--- src/rtl/multi_timer_core.sv ---
// multi_timer_core
// Channel 0 is a settable time-of-day watch. Channels 1..N_CH-1 are
// stopwatches with lap-hold. Every channel advances from one shared 10 ms
// tick. The selected channel drives a registered display bus and takes
// the button pulses.
module multi_timer_core #(
    parameter int N_CH      = 4,
    parameter int TICK_DIV  = 1_000_000,
    parameter int INIT_HOUR = 12,
    parameter int CH_W      = 3
) (
    input  logic            clk,
    input  logic            reset,
    input  logic [CH_W-1:0] sel,
    input  logic            btn_run,
    input  logic            btn_clear,
    input  logic            btn_lap,
    input  logic            btn_sec,
    input  logic            btn_min,
    input  logic            btn_hour,
    output logic [6:0]      o_msec,
    output logic [6:0]      o_sec,
    output logic [6:0]      o_min,
    output logic [6:0]      o_hour,
    output logic            o_running,
    output logic [N_CH-1:0] o_ch_run
);

    // One time value. Each field is 7 bits so that it matches the display bus.
    typedef struct packed {
        logic [6:0] hour;
        logic [6:0] min;
        logic [6:0] sec;
        logic [6:0] msec;
    } time_t;

    typedef enum logic [1:0] {
        ST_STOP = 2'b00,
        ST_RUN  = 2'b01,
        ST_LAP  = 2'b10
    } sw_state_t;

    localparam time_t TIME_ZERO = {7'd0, 7'd0, 7'd0, 7'd0};
    localparam int    PW        = (TICK_DIV > 1) ? $clog2(TICK_DIV) : 1;
    localparam logic [PW-1:0] TICK_LAST = PW'(TICK_DIV - 1);

    // Increment modulo (max_v + 1). A field that is somehow out of range
    // returns to 0 instead of running past its limit.
    function automatic logic [6:0] wrap_inc(input logic [6:0] v, input logic [6:0] max_v);
        logic [6:0] r;
        if (v >= max_v) begin
            r = 7'd0;
        end else begin
            r = v + 7'd1;
        end
        return r;
    endfunction

    // Advance by one centisecond, with carry from msec through to hour.
    // The hour field wraps 23 -> 0 and has no carry out.
    function automatic time_t time_tick(input time_t t);
        time_t r;
        r      = t;
        r.msec = wrap_inc(t.msec, 7'd99);
        if (t.msec >= 7'd99) begin
            r.sec = wrap_inc(t.sec, 7'd59);
            if (t.sec >= 7'd59) begin
                r.min = wrap_inc(t.min, 7'd59);
                if (t.min >= 7'd59) begin
                    r.hour = wrap_inc(t.hour, 7'd23);
                end else begin
                    r.hour = t.hour;
                end
            end else begin
                r.min = t.min;
            end
        end else begin
            r.sec = t.sec;
        end
        return r;
    endfunction

    // ------------------------------------------------------------------
    // Shared prescaler
    // ------------------------------------------------------------------
    logic [PW-1:0] r_presc;
    logic          w_tick;

    assign w_tick = (r_presc == TICK_LAST);

    // Free-running 0..TICK_DIV-1 counter; w_tick marks its last count
    always_ff @(posedge clk) begin
        if (reset) begin
            r_presc <= {PW{1'b0}};
        end else if (w_tick) begin
            r_presc <= {PW{1'b0}};
        end else begin
            r_presc <= r_presc + PW'(1);
        end
    end

    // ------------------------------------------------------------------
    // Watch (channel 0)
    // ------------------------------------------------------------------
    logic  w_sel_watch;
    time_t r_watch;
    time_t w_watch_adv;
    time_t w_watch_nxt;

    assign w_sel_watch = (sel == {CH_W{1'b0}});

    // Watch next value. The tick advance comes first, and then each set
    // button steps its own field of the advanced value, with no carry.
    always_comb begin
        w_watch_adv = r_watch;
        w_watch_nxt = r_watch;
        if (w_tick) begin
            w_watch_adv = time_tick(r_watch);
        end else begin
            w_watch_adv = r_watch;
        end
        w_watch_nxt.msec = w_watch_adv.msec;
        if (w_sel_watch && btn_sec) begin
            w_watch_nxt.sec = wrap_inc(w_watch_adv.sec, 7'd59);
        end else begin
            w_watch_nxt.sec = w_watch_adv.sec;
        end
        if (w_sel_watch && btn_min) begin
            w_watch_nxt.min = wrap_inc(w_watch_adv.min, 7'd59);
        end else begin
            w_watch_nxt.min = w_watch_adv.min;
        end
        if (w_sel_watch && btn_hour) begin
            w_watch_nxt.hour = wrap_inc(w_watch_adv.hour, 7'd23);
        end else begin
            w_watch_nxt.hour = w_watch_adv.hour;
        end
    end

    // Watch register. Reset loads INIT_HOUR:00:00.00
    always_ff @(posedge clk) begin
        if (reset) begin
            r_watch.hour <= 7'(INIT_HOUR);
            r_watch.min  <= 7'd0;
            r_watch.sec  <= 7'd0;
            r_watch.msec <= 7'd0;
        end else begin
            r_watch <= w_watch_nxt;
        end
    end

    // ------------------------------------------------------------------
    // Stopwatch channels 1..N_CH-1
    // ------------------------------------------------------------------
    time_t           w_sw_show [1:N_CH-1];
    logic [N_CH-1:0] w_sw_active;

    assign w_sw_active[0] = 1'b0;

    for (genvar i = 1; i < N_CH; i++) begin : g_sw
        sw_state_t r_state;
        sw_state_t w_state_nxt;
        time_t     r_cnt;
        time_t     w_cnt_nxt;
        time_t     r_lap;
        time_t     w_lap_nxt;
        logic      w_hit;

        assign w_hit = (sel == CH_W'(i));

        // Stopwatch FSM next state and count update. Priority is run > lap > clear.
        always_comb begin
            w_state_nxt = r_state;
            w_cnt_nxt   = r_cnt;
            w_lap_nxt   = r_lap;
            if ((r_state != ST_STOP) && w_tick) begin
                w_cnt_nxt = time_tick(r_cnt);
            end else begin
                w_cnt_nxt = r_cnt;
            end
            case (r_state)
                ST_STOP: begin
                    if (w_hit && btn_run) begin
                        w_state_nxt = ST_RUN;
                    end else if (w_hit && btn_clear) begin
                        w_cnt_nxt = TIME_ZERO;
                    end else begin
                        w_state_nxt = ST_STOP;
                    end
                end
                ST_RUN: begin
                    if (w_hit && btn_run) begin
                        w_state_nxt = ST_STOP;
                    end else if (w_hit && btn_lap) begin
                        // Snapshot is the value before this cycle's tick
                        w_lap_nxt   = r_cnt;
                        w_state_nxt = ST_LAP;
                    end else begin
                        w_state_nxt = ST_RUN;
                    end
                end
                ST_LAP: begin
                    if (w_hit && btn_run) begin
                        w_state_nxt = ST_STOP;
                    end else if (w_hit && btn_lap) begin
                        w_state_nxt = ST_RUN;
                    end else begin
                        w_state_nxt = ST_LAP;
                    end
                end
                default: begin
                    w_state_nxt = ST_STOP;
                end
            endcase
        end

        // Stopwatch state, live count and lap snapshot registers
        always_ff @(posedge clk) begin
            if (reset) begin
                r_state <= ST_STOP;
                r_cnt   <= TIME_ZERO;
                r_lap   <= TIME_ZERO;
            end else begin
                r_state <= w_state_nxt;
                r_cnt   <= w_cnt_nxt;
                r_lap   <= w_lap_nxt;
            end
        end

        assign w_sw_show[i]   = (r_state == ST_LAP) ? r_lap : r_cnt;
        assign w_sw_active[i] = (r_state != ST_STOP);
    end

    // ------------------------------------------------------------------
    // Display selection and output registers
    // ------------------------------------------------------------------
    time_t w_disp;
    logic  w_disp_run;

    // Pick the selected channel's value. An unmapped sel shows zero.
    always_comb begin
        w_disp     = TIME_ZERO;
        w_disp_run = 1'b0;
        if (w_sel_watch) begin
            w_disp = r_watch;
        end else begin
            for (int k = 1; k < N_CH; k++) begin
                w_disp     = (sel == CH_W'(k)) ? w_sw_show[k]   : w_disp;
                w_disp_run = (sel == CH_W'(k)) ? w_sw_active[k] : w_disp_run;
            end
        end
    end

    // Registered display bus and per-channel running flags
    always_ff @(posedge clk) begin
        if (reset) begin
            o_msec    <= 7'd0;
            o_sec     <= 7'd0;
            o_min     <= 7'd0;
            o_hour    <= 7'd0;
            o_running <= 1'b0;
            o_ch_run  <= {N_CH{1'b0}};
        end else begin
            o_msec    <= w_disp.msec;
            o_sec     <= w_disp.sec;
            o_min     <= w_disp.min;
            o_hour    <= w_disp.hour;
            o_running <= w_disp_run;
            o_ch_run  <= w_sw_active;
        end
    end

endmodule

--- config.mk ---
export PLATFORM = sky130hd
export DESIGN_NAME = multi_timer_core
export DESIGN_NICKNAME = d
export VERILOG_FILES = /design/src/rtl/multi_timer_core.sv
export SDC_FILE = /design/constraint.sdc
export NUM_CORES = 1
export LEC_CHECK = 0
export BUFFER_PORTS_ARGS = -buffer_cell sky130_fd_sc_hd__buf_2
export CAP_MARGIN = 20
export CORE_MARGIN = 8
export CORE_UTILIZATION = 56
export DETAILED_ROUTE_END_ITERATION = 7
export GPL_ROUTABILITY_DRIVEN = 0
export PLACE_DENSITY = 0.77
export SLEW_MARGIN = 20
export SYNTH_ARGS = -nofsm -noshare
export SYNTH_HDL_FRONTEND = slang
export SYNTH_SLANG_ARGS = --single-unit
--- constraint.sdc ---
create_clock -name clk -period 2.72 [get_ports clk]
set_input_delay 0.272 -clock clk [delete_from_list [all_inputs] [get_ports clk]]
set_output_delay 0.272 -clock clk [all_outputs]
set_load 0.01 [all_outputs]
==> impl_metrics.yaml <==
synthesis:
  synth.lib_cells_used.distinct: 80
  synthesized_area_per_cell_um2: 8.12
  yosys.area.top_type_share_pct: 41.7
  number_of_flops_mapped_to_enable_cells_by_yosys: 0
  postSynthRegisterBits: 254
  warning_count_from_the_yosys_run: 0
  postSynth.topFlopCell: "sky130_fd_sc_hd__dfxtp_1"
  cell_area_synth_um2: 12200
  synth_top_cell_by_area: "sky130_fd_sc_hd__dfxtp_1"
  sequential_area_share_after_synthesis_pct: 41.7
  syn-instance-count: 1501
  synth.area.top_cells: "sky130_fd_sc_hd__dfxtp_1 42%, sky130_fd_sc_hd__nand2_1 7.8%, sky130_fd_sc_hd__nor2_1 6.8%, sky130_fd_sc_hd__a21oi_1 5.7%, sky130_fd_sc_hd__mux2i_1 4.8%"
  synth.net_count: 1532
  synthArstFlopShare_pct: 0
min_path:
  worst_hold_path.num_cells: 3
  destination_of_the_worst_hold_path: "r_watch[15]"
  hold_path_startpoint: "btn_min"
  hp-class: "in2reg"
floorplanning:
  core_um2: 21600
  floorplan.die.height_um: 164
  io_pins: 44
  initial_utilization_pct: 56.4
  rows: 54
  fp.dieArea_um2: 26800
  chipWidth_um: 164
cts:
  cts_buffer_depth: 3
  tritoncts_num_sinks: 254
  cts_made_buffers: 26
  cts.clk_slew.worst_paths_ns: 0.06
  cts_tree: "built"
  h-tree-depth: 1
  cts.root.buffer_cell: "sky130_fd_sc_hd__clkbuf_16"
  source_to_sink_clock_delay_at_the_later_pin_of_the_worst_skew_pair_ns: 0.54
  cts-hold-fix-buffers: 0
sta:
  max-slew-margin-rel_pct: 28.0
  clock-skew-final_ns: 0.0101
  max_clock_freq_mhz: 369
  final.min_clock_period_ns: 2.71
  postLayoutSetupSlackWorst_ns: 0.00916
  timing.final.setup_violations: 0
  max_slew.worst_pin.slew_ns: 1.08
  rsz0062_at_grt: "yes"
  finalCritPeriodShare_pct: 99.7
  number_of_pins_with_negative_max_slew_slack_in_the_final_report: 0
  hold_viol_final: 0
grt:
  grt-ovfl-total: 0
  number_of_global_route_vias_before_repair: 10300
  grt_start_max_net_pins: 46
  grtUsageTotal_pct: 24.3
  grt_antenna_before_repair: 1
  grt_first_pass_wirelength_um: 52900
placed_design:
  place_ws_ns: -0.134
  post_dp_cell_area_um2: 13200
  dp.final_hpwl_um: 23700
  numPlacedInstances: 1839
  port_buffers: 42
setup_path:
  worst_r2r_src: "r_watch[0]"
  worstReg2RegEnd: "r_watch[18]"
  crit_path_max_incr_delay_ns: 0.38
  cp.arrival_ns: 3.16
  critical_path_source_type: "flip-flop"
  number_of_cell_instances_on_the_worst_register_to_register_path: 12
  worstSetupStartpoint: "r_watch[0]"
  critPathSlowestCell: "sky130_fd_sc_hd__o311a_1"
  critical-path-top-cell-by-count: "sky130_fd_sc_hd__buf_4"
  cp_endpoint_kind: "flip-flop"
  reg2reg_setup_slack_ns: 0.009
  critPathMaxFanout: 5
  worst-setup-path-type: "reg2reg"
  crit_required_ns: 3.17
  cp_cell_sequence: "ha_4, nor4_1, buf_4, a211o_4, buf_4, nor3_4, buf_6, mux2i_1, o311a_1, a22oi_2, nor2_4, nor4_2"
detailed_routing:
  first_iter_violations: 1182
  met3WireLength_um: 2730
  detail_route.vias_per_cell: 6.02
  met2RoutedLength_um: 15700
  post_route_antenna_net_violation_count: 0
  route.top_layer_used: "met5"
  drc: 0
  detail_route.wirelength_um: 34000
  detailedRoute.firstPassIterationCount: 5
  detailroute.via_count: 11400
  route.layer.met1.wl_um: 13900
  drt-wirelength-per-cell_um: 17.9
status:
  status: "complete, no violations"
finish:
  final_util_pct: 66.4
  mostFrequentLayoutCells: "250 x sky130_fd_sc_hd__dfxtp_1, 249 x sky130_fd_sc_hd__nand2_1, 220 x sky130_fd_sc_hd__nor2_1, 137 x sky130_fd_sc_hd__a21oi_1, 109 x sky130_fd_sc_hd__buf_4"
  area_growth_pct: 17.8
  final_nets: 1628
  postLayoutCellArea_um2: 14400
  antenna_cells: 0
  layout_commonest_cell: "sky130_fd_sc_hd__dfxtp_1"
  layout-drive-gt1-share_pct: 16.4
  finalNonFillerCells: 1896
power:
  power_leakage_nw: 5.81
  cell_pwr_density_nw_per_um2: 532
  vdd_ir_drop_max_uv: 583
job:
  cap_violations: 0
==> synth_stat cells, types with 11 or more instances <==
cell	number
sky130_fd_sc_hd__dfxtp_1	254
sky130_fd_sc_hd__nand2_1	254
sky130_fd_sc_hd__nor2_1	222
sky130_fd_sc_hd__a21oi_1	138
sky130_fd_sc_hd__clkbuf_1	68
sky130_fd_sc_hd__mux2i_1	58
sky130_fd_sc_hd__xor2_1	45
sky130_fd_sc_hd__nand3_1	33
sky130_fd_sc_hd__nor3_1	33
sky130_fd_sc_hd__o21ai_0	31
sky130_fd_sc_hd__o22ai_1	30
sky130_fd_sc_hd__a221oi_1	28
sky130_fd_sc_hd__xnor2_1	26
sky130_fd_sc_hd__nand4_1	25
sky130_fd_sc_hd__ha_1	20
sky130_fd_sc_hd__and3_1	18
sky130_fd_sc_hd__a31oi_1	15
sky130_fd_sc_hd__nand3b_1	12
sky130_fd_sc_hd__nor2b_1	11
==> timing repair <==
action,4_1_cts,5_1_grt
gates resized for setup,4,41
endpoints found under the hold margin,0,0
pin swaps,4,19
buffers inserted,0,10
endpoints found under the setup margin,15,27
==> through the flow <==
stage                     setup TNS, ns  hold slack, ns  total power [mW]
final                                 0          0.0563              7.64
after global routing             -0.815          0.0565              7.85
after CTS                             0          0.0248              7.65
after detailed placement          -1.18           0.446              4.03
after global placement                0           0.439              4.03
after floorplan                -0.00480           0.349              3.95
==> kinds of logic (layout without fill, tap and decap cells) <==
logic type / Yosys count / after routing / synth area share (%)
AOI/OAI and AO/OA: 311 / 311 / 16.1
xor gates and xnor gates: 71 / 71 / 5.10
adders and majority gates: 20 / 20 / 2.05
buffers and inverters: 96 / 211 / 3.14
DFF: 254 / 254 / 41.7
muxes: 62 / 62 / 5.13
other: 1 / 1 / 0.0308
and+or+nand+nor: 686 / 686 / 26.7
==> how the worst max path moves through the flow <==
| stage | slack (ns) | endpoint |
|---|---|---|
| 3_3_place_gp | 0.02 | r_watch[25] |
| 3_5_place_dp | -0.13 | r_watch[12] |
| 6_report | 0.009 | r_watch[18] |
| 4_1_cts | 0.0003 | r_watch[18] |
| 5_1_grt | -0.13 | r_watch[18] |
| 2_1_floorplan | -0.005 | r_watch[23] |
==> cell type report <==
class / instances / area (um^2)
Inverter: 11 / 41.3
Clock inverter: 7 / 87.6
Tap cell: 280 / 350
Multi-Input combinational cell: 1151 / 6930
Timing Repair Buffer: 153 / 1070
Sequential cell: 254 / 5090
Fill cell: 1757 / 7260
Clock buffer: 40 / 795
==> critical path: cells and delay by family, from the launching register on <==
kind,cells,cell delay [ns]
compound gates,3,0.99
fa+ha+maj,1,0.13
buf+inv,3,0.46
flops,1,0.36
mux,1,0.10
simple gates,4,0.58
==> state kept, by name, summed over array words and instances, names as in the netlist <==
register,count
g_sw.r_cnt,84
g_sw.r_lap,84
r_watch,28
r_presc,20
o_hour,7
o_min,7
o_msec,7
o_sec,7
g_sw.r_state,6
o_ch_run,3
o_running,1
==> where the power goes <==
group,internal [mW],total [mW],switching (mW)
Combinational,0.0646,0.225,0.160
Sequential,3.73,3.74,0.00956
Clock,2.19,3.67,1.48
Total,5.99,7.64,1.65
==> routing by layer <==
layer	vias up	track usage, %
met5	-	0
met1	5346	30.9
met4	2	11.0
li1	5478	-
met2	463	39.5
met3	117	4.36
Note: power is estimated with default switching activity, not from simulation.
